## src/rtl/dmem_port_arbiter_if.sv

```systemverilog
// Requester, stall and memory-side signals of the shared instruction/data memory port.
interface dmem_port_arbiter_if;
  logic        if_req;
  logic [31:0] if_addr;
  logic [31:0] if_rdata;
  logic        if_stall;
  logic        dm_read;
  logic        dm_write;
  logic [31:0] dm_addr;
  logic [31:0] dm_wdata;
  logic [31:0] dm_rdata;
  logic        dm_stall;
  logic        FREEZE;
  logic        mem_req;
  logic        mem_we;
  logic [31:0] mem_addr;
  logic [31:0] mem_wdata;
  logic [31:0] mem_rdata;
  logic        mem_ack;
  logic        timeout_err;

  // master: the arbiter; slave: the requesters and the memory around it
  modport master (
    input  if_req, if_addr, dm_read, dm_write, dm_addr, dm_wdata, mem_rdata, mem_ack,
    output if_rdata, if_stall, dm_rdata, dm_stall, FREEZE,
           mem_req, mem_we, mem_addr, mem_wdata, timeout_err
  );
  modport slave (
    output if_req, if_addr, dm_read, dm_write, dm_addr, dm_wdata, mem_rdata, mem_ack,
    input  if_rdata, if_stall, dm_rdata, dm_stall, FREEZE,
           mem_req, mem_we, mem_addr, mem_wdata, timeout_err
  );
endinterface

```

## src/rtl/dmem_port_arbiter.sv

```systemverilog
// Arbitrates one single-port, variable-latency memory between instruction fetch and the
// MEM-stage data port; data has priority, with a fetch starvation guard and an ack watchdog.
module dmem_port_arbiter #(
  parameter int unsigned MAX_STREAK = 4,
  parameter int unsigned TIMEOUT    = 64,
  parameter int unsigned CNT_W      = 7
) (
  input logic                 CLK,
  input logic                 RESET,
  dmem_port_arbiter_if.master bus
);
  localparam int unsigned SW = $clog2(MAX_STREAK + 1);

  typedef enum logic [1:0] {IDLE, BUSY, DONE} state_t;
  typedef enum logic {OWN_DM, OWN_IF} owner_t;

  state_t           state;
  owner_t           owner;
  logic [SW-1:0]    streak;
  logic [CNT_W-1:0] watchdog;
  logic             mem_req, mem_we, timeout_err;
  logic [31:0]      mem_addr, mem_wdata, if_rdata, dm_rdata;
  logic             dm_req, dm_win, in_done;

  assign dm_req  = bus.dm_read | bus.dm_write;
  assign dm_win  = dm_req && !(bus.if_req && streak == SW'(MAX_STREAK));
  assign in_done = (state == DONE);

  always_ff @(posedge CLK or posedge RESET) begin
    if (RESET) begin
      state       <= IDLE;
      owner       <= OWN_DM;
      mem_req     <= 1'b0;
      mem_we      <= 1'b0;
      mem_addr    <= '0;
      mem_wdata   <= '0;
      if_rdata    <= '0;
      dm_rdata    <= '0;
      streak      <= '0;
      watchdog    <= '0;
      timeout_err <= 1'b0;
    end else begin
      case (state)
        IDLE: begin
          if (dm_win) begin
            owner     <= OWN_DM;
            mem_addr  <= bus.dm_addr;
            mem_we    <= bus.dm_write;
            mem_wdata <= bus.dm_wdata;
            mem_req   <= 1'b1;
            state     <= BUSY;
            if (!bus.if_req)
              streak <= '0;
            else if (streak != SW'(MAX_STREAK))
              streak <= streak + 1'b1;
          end else if (bus.if_req) begin
            owner     <= OWN_IF;
            mem_addr  <= bus.if_addr;
            mem_we    <= 1'b0;
            mem_wdata <= '0;
            mem_req   <= 1'b1;
            state     <= BUSY;
            streak    <= '0;
          end
        end
        BUSY: begin
          // an ack in the watchdog's last cycle still counts as a normal completion
          if (bus.mem_ack) begin
            if (owner == OWN_IF)
              if_rdata <= bus.mem_rdata;
            else if (!mem_we)
              dm_rdata <= bus.mem_rdata;
            mem_req  <= 1'b0;
            mem_we   <= 1'b0;
            watchdog <= '0;
            state    <= DONE;
          end else if (watchdog == CNT_W'(TIMEOUT - 1)) begin
            timeout_err <= 1'b1;
            if (owner == OWN_IF)
              if_rdata <= '0;
            else
              dm_rdata <= '0;
            mem_req  <= 1'b0;
            mem_we   <= 1'b0;
            watchdog <= '0;
            state    <= DONE;
          end else begin
            watchdog <= watchdog + 1'b1;
          end
        end
        DONE:    state <= IDLE;
        default: state <= IDLE;
      endcase
    end
  end

  assign bus.if_stall    = bus.if_req & !(in_done && owner == OWN_IF);
  assign bus.dm_stall    = dm_req & !(in_done && owner == OWN_DM);
  assign bus.FREEZE      = bus.if_stall | bus.dm_stall;
  assign bus.mem_req     = mem_req;
  assign bus.mem_we      = mem_we;
  assign bus.mem_addr    = mem_addr;
  assign bus.mem_wdata   = mem_wdata;
  assign bus.if_rdata    = if_rdata;
  assign bus.dm_rdata    = dm_rdata;
  assign bus.timeout_err = timeout_err;
endmodule
```

## src/flat_wrapper.sv

```systemverilog
// flat-port wrapper written by rule: the top's interface ports become plain ports
module dmem_port_arbiter_flat 
#(
  parameter int unsigned MAX_STREAK = 4,
  parameter int unsigned TIMEOUT    = 64,
  parameter int unsigned CNT_W      = 7
)
  (CLK, RESET, bus_if_req, bus_if_addr, bus_dm_read, bus_dm_write, bus_dm_addr, bus_dm_wdata, bus_mem_rdata, bus_mem_ack, bus_if_rdata, bus_if_stall, bus_dm_rdata, bus_dm_stall, bus_FREEZE, bus_mem_req, bus_mem_we, bus_mem_addr, bus_mem_wdata, bus_timeout_err);
  dmem_port_arbiter_if bus_i ();
  input logic CLK;
  input logic RESET;
  input wire logic [$bits(bus_i.if_req)-1:0] bus_if_req;
  input wire logic [$bits(bus_i.if_addr)-1:0] bus_if_addr;
  input wire logic [$bits(bus_i.dm_read)-1:0] bus_dm_read;
  input wire logic [$bits(bus_i.dm_write)-1:0] bus_dm_write;
  input wire logic [$bits(bus_i.dm_addr)-1:0] bus_dm_addr;
  input wire logic [$bits(bus_i.dm_wdata)-1:0] bus_dm_wdata;
  input wire logic [$bits(bus_i.mem_rdata)-1:0] bus_mem_rdata;
  input wire logic [$bits(bus_i.mem_ack)-1:0] bus_mem_ack;
  output wire logic [$bits(bus_i.if_rdata)-1:0] bus_if_rdata;
  output wire logic [$bits(bus_i.if_stall)-1:0] bus_if_stall;
  output wire logic [$bits(bus_i.dm_rdata)-1:0] bus_dm_rdata;
  output wire logic [$bits(bus_i.dm_stall)-1:0] bus_dm_stall;
  output wire logic [$bits(bus_i.FREEZE)-1:0] bus_FREEZE;
  output wire logic [$bits(bus_i.mem_req)-1:0] bus_mem_req;
  output wire logic [$bits(bus_i.mem_we)-1:0] bus_mem_we;
  output wire logic [$bits(bus_i.mem_addr)-1:0] bus_mem_addr;
  output wire logic [$bits(bus_i.mem_wdata)-1:0] bus_mem_wdata;
  output wire logic [$bits(bus_i.timeout_err)-1:0] bus_timeout_err;
  assign bus_i.if_req = bus_if_req;
  assign bus_i.if_addr = bus_if_addr;
  assign bus_i.dm_read = bus_dm_read;
  assign bus_i.dm_write = bus_dm_write;
  assign bus_i.dm_addr = bus_dm_addr;
  assign bus_i.dm_wdata = bus_dm_wdata;
  assign bus_i.mem_rdata = bus_mem_rdata;
  assign bus_i.mem_ack = bus_mem_ack;
  assign bus_if_rdata = bus_i.if_rdata;
  assign bus_if_stall = bus_i.if_stall;
  assign bus_dm_rdata = bus_i.dm_rdata;
  assign bus_dm_stall = bus_i.dm_stall;
  assign bus_FREEZE = bus_i.FREEZE;
  assign bus_mem_req = bus_i.mem_req;
  assign bus_mem_we = bus_i.mem_we;
  assign bus_mem_addr = bus_i.mem_addr;
  assign bus_mem_wdata = bus_i.mem_wdata;
  assign bus_timeout_err = bus_i.timeout_err;
  dmem_port_arbiter #(.MAX_STREAK(MAX_STREAK), .TIMEOUT(TIMEOUT), .CNT_W(CNT_W)) u_core (.CLK(CLK), .RESET(RESET), .bus(bus_i));
endmodule
```

## config.mk

```make
export PLATFORM = sky130hd
export DESIGN_NAME = dmem_port_arbiter_flat
export DESIGN_NICKNAME = d
export VERILOG_FILES = /design/src/rtl/dmem_port_arbiter_if.sv /design/src/rtl/dmem_port_arbiter.sv /design/src/flat_wrapper.sv
export SDC_FILE = /design/constraint.sdc
export NUM_CORES = 1
export LEC_CHECK = 0
export CAP_MARGIN = 20
export CORE_ASPECT_RATIO = 0.7
export CORE_MARGIN = 10
export CORE_UTILIZATION = 40
export DETAILED_ROUTE_END_ITERATION = 10
export PLACE_DENSITY = 0.81
export SLEW_MARGIN = 15
export SYNTH_ARGS = -nofsm -noshare
export SYNTH_HDL_FRONTEND = slang
export SYNTH_SLANG_ARGS = --single-unit
```

## constraint.sdc

```tcl
create_clock -name CLK -period 6.9 [get_ports CLK]
set_clock_uncertainty 0.15 [all_clocks]
set_input_delay 1.38 -clock CLK [delete_from_list [all_inputs] [get_ports CLK]]
set_output_delay 1.38 -clock CLK [all_outputs]
set_load 0.02 [all_outputs]
```

==> results.md, run 1 <==
* Startpoint types: primary input
* Routability cong. at between 0.8 and 0.9
* Async set-reset flop share out of synthesis at 1.00
* Outcome: completed
* Number of CTS-inserted buffers at 17
* Top_reg_cell synth: dfrtp_1
* Final period utilization at 0.678
* Port Buffers at about 270
* Post-synth EDFFs at 0
* GRT Resource Usage Total at 0.187
* Max clock buf depth at 2
* CTS Hold Bufs at 0
* Setup_tns at 0 ns
* Fin cells at ~950
* Crit-path max FO at 7
* CP Capture Point: bus_FREEZE
* Die ar. at slightly above 0.02 mm²
* Hold Crit Class: register to register
* Area contributors post-synth: dfrtp_1, a22o_1, mux2i_1
* Drt total wl at 20000 µm
* Skew-Pair Late Insertion Delay at 0.42 ns
* Unrepaired setup endpoints after global routing: false
* Worst relative slew slack at 0.312
* Register area share after synthesis at 0.595
* DP Cell Count at just over 900
* R2R depth at 5
* Syn-to-layout area delta at 56.0%
* Hold path cells at 1
* Standard-cell rows at 37
* Mapped Nets at around 630
* Drc violations at 0
* Final #Nets at 881
* Area of the core at between 0.01 and 0.015 mm²
* Syn avg cell area at roughly 12 µm²
* Largest net degree at the start of global routing at 105
* Most common cell after layout, fill and taps aside: clkdlybuf4s50_1
* Post-CTS setup buffers at 0
* Finish-stage setup viols at 0
* Vias in the first global route at approximately 5300
* # clock sinks at between 100 and 150
* Max Freq at approximately 0.21 GHz
* Synth Warn # at 0
* Slew Viols, Final at 0
* Most frequent cells in the layout: clkdlybuf4s50_1, dfrtp_1, a22o_1, nand2_1
* Largest area contributor in the netlist: dfrtp_1
* Final ANT Viol Nets at 0
* Max Cap Viol at 0
* Flops & latches, synth at approximately 140
* Leak at about 4.0 nW
* Total power at around 0.0047 W
* R2r startpoint: u_core.state[0]
* R2R Setup Slk at 4.57 ns
* WS Path Type: primary input to output port
* First-pass GRT wire length at 31000 µm
* CP Capture Type: output port
* Share of the synthesized area in the top cell type at 0.595
* DR pass1 iterations at 4
* Initial DRC Count at approximately 470
* Root Driver: clkbuf_16
* DP HPWL at 14800 µm
* Netlist cell types at 42
* Post-CTS sizing at 0
* Share of cells above drive strength 1 at 0.0779
* Die height at between 100 and 150 µm
* DR vias at between 5000 and 6000
* Worst slew pin tran at 1.03 ns
* ANT cells at 0
* I/O pins at between 200 and 300
* Mapped cell area at 0.00605 mm²
* Initial Utilization at 0.410
* Routed length per instance at between 20 and 25 µm
* CTS tree: done
* Worst-path clk slew at about 0.060 ns
* Initial antenna violation count at 0
* RR Endpoint: u_core.bus.mem_wdata[14]
* Crit. Startpoint: bus_if_req
* Min cycle time layout at ~4.7 ns
* GRT overflow at 0
* Pwr dens at a little under 500 mW/mm²
* Final Hold Fails at 0
* H-tree levels at 4
* Worst vdd ir at between 0.0002 and 0.00025 V
* Die Width at around 170 µm
* Final Util at 0.639
* Via-to-Cell Ratio at around 5.4
* Critical Path AT at roughly 3.2 ns
* Worst endpoint required time at between 5 and 6 ns
* Worst hold slack at about 0.33 ns
* Mapped Cells at about 490
## worst min path at each step
| stage | slack (ns) | end | from |
|---|---|---|---|
| 6_report | 0.33 | u_core.bus.timeout_err | u_core.watchdog[6] |
| 5_1_grt | 0.36 | u_core.bus.timeout_err | u_core.bus.timeout_err |
| 4_1_cts | 0.32 | u_core.bus.timeout_err | u_core.bus.timeout_err |
| 3_5_place_dp | 0.31 | u_core.bus.timeout_err | u_core.bus.timeout_err |
| 3_3_place_gp | 0.28 | u_core.bus.timeout_err | u_core.watchdog[6] |
| 2_1_floorplan | 0.28 | u_core.bus.timeout_err | u_core.watchdog[6] |
## metrics by stage
| stage | setup slack [ns] | instance area [µm²] |
|---|---|---|
| detailed placement | 2.21 | 8830 |
| floorplan | 1.50 | 6050 |
| CTS | 2.22 | 9400 |
| global placement | 2.35 | 8790 |
| global route | 2.10 | 9440 |
| finish | 2.22 | 9440 |
## report_power, final
part           internal (W)  switching, W
Combinational       0.00108       0.00118
Sequential          0.00124      0.000286
Clock              0.000506      0.000380
## state kept, by name, indices dropped and copies added, names as in the netlist
| name | cells |
|---|---|
| u_core.bus.dm_rdata | 32 |
| u_core.bus.if_rdata | 32 |
| u_core.bus.mem_addr | 32 |
| u_core.bus.mem_req | 1 |
| u_core.bus.mem_wdata | 32 |
| u_core.bus.mem_we | 1 |
| u_core.bus.timeout_err | 1 |
| u_core.owner | 1 |
| u_core.state | 2 |
| u_core.streak | 3 |
| u_core.watchdog | 7 |
## layer usage
layer / share of wire / global-route usage
met1: 0.43 / 0.235
met2: 0.49 / 0.307
met3: 0.076 / 0.0612
met4: 0.012 / 0.0509
met5: 0 / 0
## critical path: stages
cell and delay, ns:
clkdlybuf4s50_1 0.66, a21boi_0 0.34, or2_2 0.17, clkdlybuf4s50_1 0.59
## kinds of logic after synthesis
kind of cell,after synthesis,synth area share
AOI/OAI and AO/OA,182,0.234
adders and majority gates,3,0.00620
buffers and inverters,45,0.0424
DFF,144,0.595
muxes,34,0.0562
and+or+nand+nor,81,0.0657
## final cells by class
cell class,count,area [µm²]
flip-flops and latches,144,3600
clock inverters,15,149
multi-input cells,300,2220
repair buffers,274,2770
inverters,7,31.3
clock buffers,17,425
well taps,195,244
fillers,1110,5330
## cell usage after synthesis (2+ instances only)
master,count
a21oi_1,5
a22o_1,66
a22o_2,2
a22oi_1,29
a32o_1,2
buf_2,18
buf_6,8
clkbuf_1,10
dfrtp_1,144
ha_1,3
inv_1,6
mux2i_1,34
nand2_1,52
nand2b_1,2
nand3_1,5
nor2_1,5
nor2b_1,3
nor3_2,2
o21ai_0,8
o21ai_1,34
o2bb2ai_1,29
or2_2,2
Power figures use the tool's default switching activity.
==> run 2: changes to the inputs <==
--- a/config.mk
+++ b/config.mk
@@ -8,7 +8,7 @@
 export CAP_MARGIN = 20
 export CORE_ASPECT_RATIO = 0.7
 export CORE_MARGIN = 10
-export CORE_UTILIZATION = 40
+export CORE_UTILIZATION = 38
 export DETAILED_ROUTE_END_ITERATION = 10
 export PLACE_DENSITY = 0.81
 export SLEW_MARGIN = 15
==> constraint.sdc (replaced) <==
create_clock -name CLK -period 3.8 [get_ports CLK]
set_clock_uncertainty 0.15 [all_clocks]
set_input_delay 0.76 -clock CLK [delete_from_list [all_inputs] [get_ports CLK]]
set_output_delay 0.76 -clock CLK [all_outputs]
set_load 0.02 [all_outputs]
==> run 2 against run 1 <==
Die area increased by 4.5%. Via count decreased by 1.2%. Global-route usage decreased by 0.78 points. Clock power increased by 120%. Highest routed layer unchanged.
==> results.md, run 2 (synthesis gave the netlist of run 1 again) <==
* Outcome: completed
* Port Buffers at 267 (unchanged)
* Final Hold Fails at 0 (unchanged)
* Number of CTS-inserted buffers at 17 (unchanged)
* Syn-to-layout area delta at 58.2%
* Routed length per instance at 20.2 µm (-3.5%)
* Min cycle time layout at roughly 3.4 ns
* Final #Nets at 886 (+0.57%)
* Dpl cell area at 0.00888 mm² (+0.61%)
* Initial DRC Count at 376 (-20%)
* CTS Hold Bufs at 0 (unchanged)
* Max clock buf depth at 2 (unchanged)
* DR vias at 5034 (-1.2%)
* WS Path Type: primary input to output port
* Final ANT Viol Nets at 0 (unchanged)
* DR pass1 iterations at 4 (unchanged)
* Crit-path max FO at 3 (-4)
* Final Util at 0.616 (-0.0234)
* Worst hold slack at 0.307 ns (-0.0207 ns)
* Area of the core at 0.0155 mm² (+5.3%)
* CP Capture Type: output port
* ANT cells at 0 (unchanged)
* Finish-stage setup viols at 0 (unchanged)
* Initial Utilization at 0.389 (-0.0206)
* Standard-cell rows at 38 (+2.7%)
* Switching pwr at 0.00327 W (+77%)
* Post-CTS sizing at 0 (unchanged)
* Worst slew pin tran at 0.812 ns (-0.220 ns)
* Largest net degree at the start of global routing at 61 (-42%)
* Max Freq at approximately 0.30 GHz
* # clock sinks at 144 (unchanged)
* Clock power share at 0.219 (+0.029)
* Worst endpoint required time at 2.89 ns (-2.48 ns)
* Die Width at 171 µm (+2.3%)
* Skew-Pair Late Insertion Delay at 0.42 ns (about the same)
* Combinational power share at 0.464 (-0.019)
* Via-to-Cell Ratio at 5.24 (-2.1%)
* GRT Resource Usage Total at 0.179 (-0.00780)
* CTS tree: done
* Final period utilization at 0.887
* GRT overflow at 0 (unchanged)
* Worst-path clk slew at 0.06 ns (about the same)
* H-tree levels at 4 (unchanged)
* Die height at 126 µm (+2.2%)
* Worst relative slew slack at 0.458 (+0.145)
* Startpoint types: primary input
* Critical Path AT at 2.46 ns (-0.69 ns)
* Routability cong. at 0.803 (-9.0%)
* Seq pwr share at 0.317 (-0.010)
* Initial antenna violation count at 0 (unchanged)
* Slew Viols, Final at 0 (unchanged)
* Setup_tns at 0 ns (unchanged)
* Hold Crit Class: register to register
* Pwr dens at 914 mW/mm² (+85%)
* Switching Fraction at 0.374 (-0.0219)
* Leak at 4.03 nW (+1.8%)
* Drc violations at 0 (unchanged)
* I/O pins at 268 (unchanged)
* Max Cap Viol at 0 (unchanged)
* P_int at 0.00548 W (+94%)
* Vias in the first global route at 5385 (+1.4%)
* Most frequent cells in the layout: clkdlybuf4s50_1, dfrtp_1, a22o_1, nand2_1
* Post-CTS setup buffers at 0 (unchanged)
* Most common cell after layout, fill and taps aside: clkdlybuf4s50_1
* DP Cell Count at 929 (+1.2%)
* DP HPWL at 14600 µm (-1.0%)
* Die ar. at 0.0215 mm² (+4.5%)
* First-pass GRT wire length at 30700 µm (-1.0%)
* Fin area at 0.00958 mm² (+1.4%)
* Root Driver: clkbuf_16
* Unrepaired setup endpoints after global routing: false
* Share of cells above drive strength 1 at 0.0828 (+0.00485)
* Fin cells at 961 (+0.95%)
* Worst vdd ir at 0.000354 V (+45%)
* Drt total wl at 19500 µm (-2.6%)
## run 2: cell types whose count changed in the layout (fill, tap and decap cells not counted), moves of 2 or more
cell / delta
buf_12: +2
buf_4: +4
inv_6: -4
bufinv_16: +5
inv_8: -2
clkbuf_8: +2
buf_16: -2
## run 2: final timing paths
check	startpoint	end	slack, ns	cells past startpoint
setup / recovery	bus_dm_read	bus_FREEZE	0.43	5
hold / removal	u_core.watchdog[6]	u_core.bus.timeout_err	0.31	1
setup reg to reg	u_core.watchdog[0]	u_core.bus.dm_rdata[26]	1.61	5
hold reg to reg	u_core.watchdog[6]	u_core.bus.timeout_err	0.31	1
max in group asynchronous	RESET	u_core.bus.mem_addr[20]	2.04	3
min in group asynchronous	RESET	u_core.bus.if_rdata[23]	0.69	2
## run 2: power by group through the flow
stage                     clock [W]  combinational (W)  sequential, W
final                       0.00192            0.00406        0.00278
after global routing        0.00203            0.00434        0.00287
after CTS                   0.00196            0.00411        0.00278
after detailed placement          0            0.00409        0.00278
after global placement            0            0.00397        0.00274
after floorplan                   0            0.00142        0.00351
## run 2: critical path, stage by stage
cell and delay [ns]:
clkdlybuf4s50_1 0.59, nor2_1 0.11, a21oi_1 0.24, or2_2 0.16, clkdlybuf4s50_1 0.60
## run 2: through the flow
stage                     setup slack [ns]  total power [W]
final                                0.430          0.00875
after global routing                 0.386          0.00924
after CTS                            0.395          0.00884
after detailed placement             0.400          0.00687
after global placement               0.408          0.00671
after floorplan                       1.08          0.00493
## run 2: cell type report
cell class / count / area, µm²
Timing Repair Buffer: 279 / 2800
Multi-Input combinational cell: 300 / 2210
Sequential cell: 144 / 3600
Clock inverter: 12 / 230
Tap cell: 200 / 250
Clock buffer: 19 / 453
Inverter: 7 / 30.0
Fill cell: 1262 / 5970
## run 2: per-layer routing
| metal | global-route usage | up-vias | part of all wire | routed length, µm |
|---|---|---|---|---|
| met1 | 0.209 | 2491 | 0.40 | 7820 |
| met2 | 0.307 | 174 | 0.51 | 9880 |
| met3 | 0.0588 | 19 | 0.077 | 1490 |
| li1 | - | 2350 | - | - |
| met4 | 0.0525 | 0 | 0.014 | 266 |
| met5 | 0 | - | 0 | 0 |
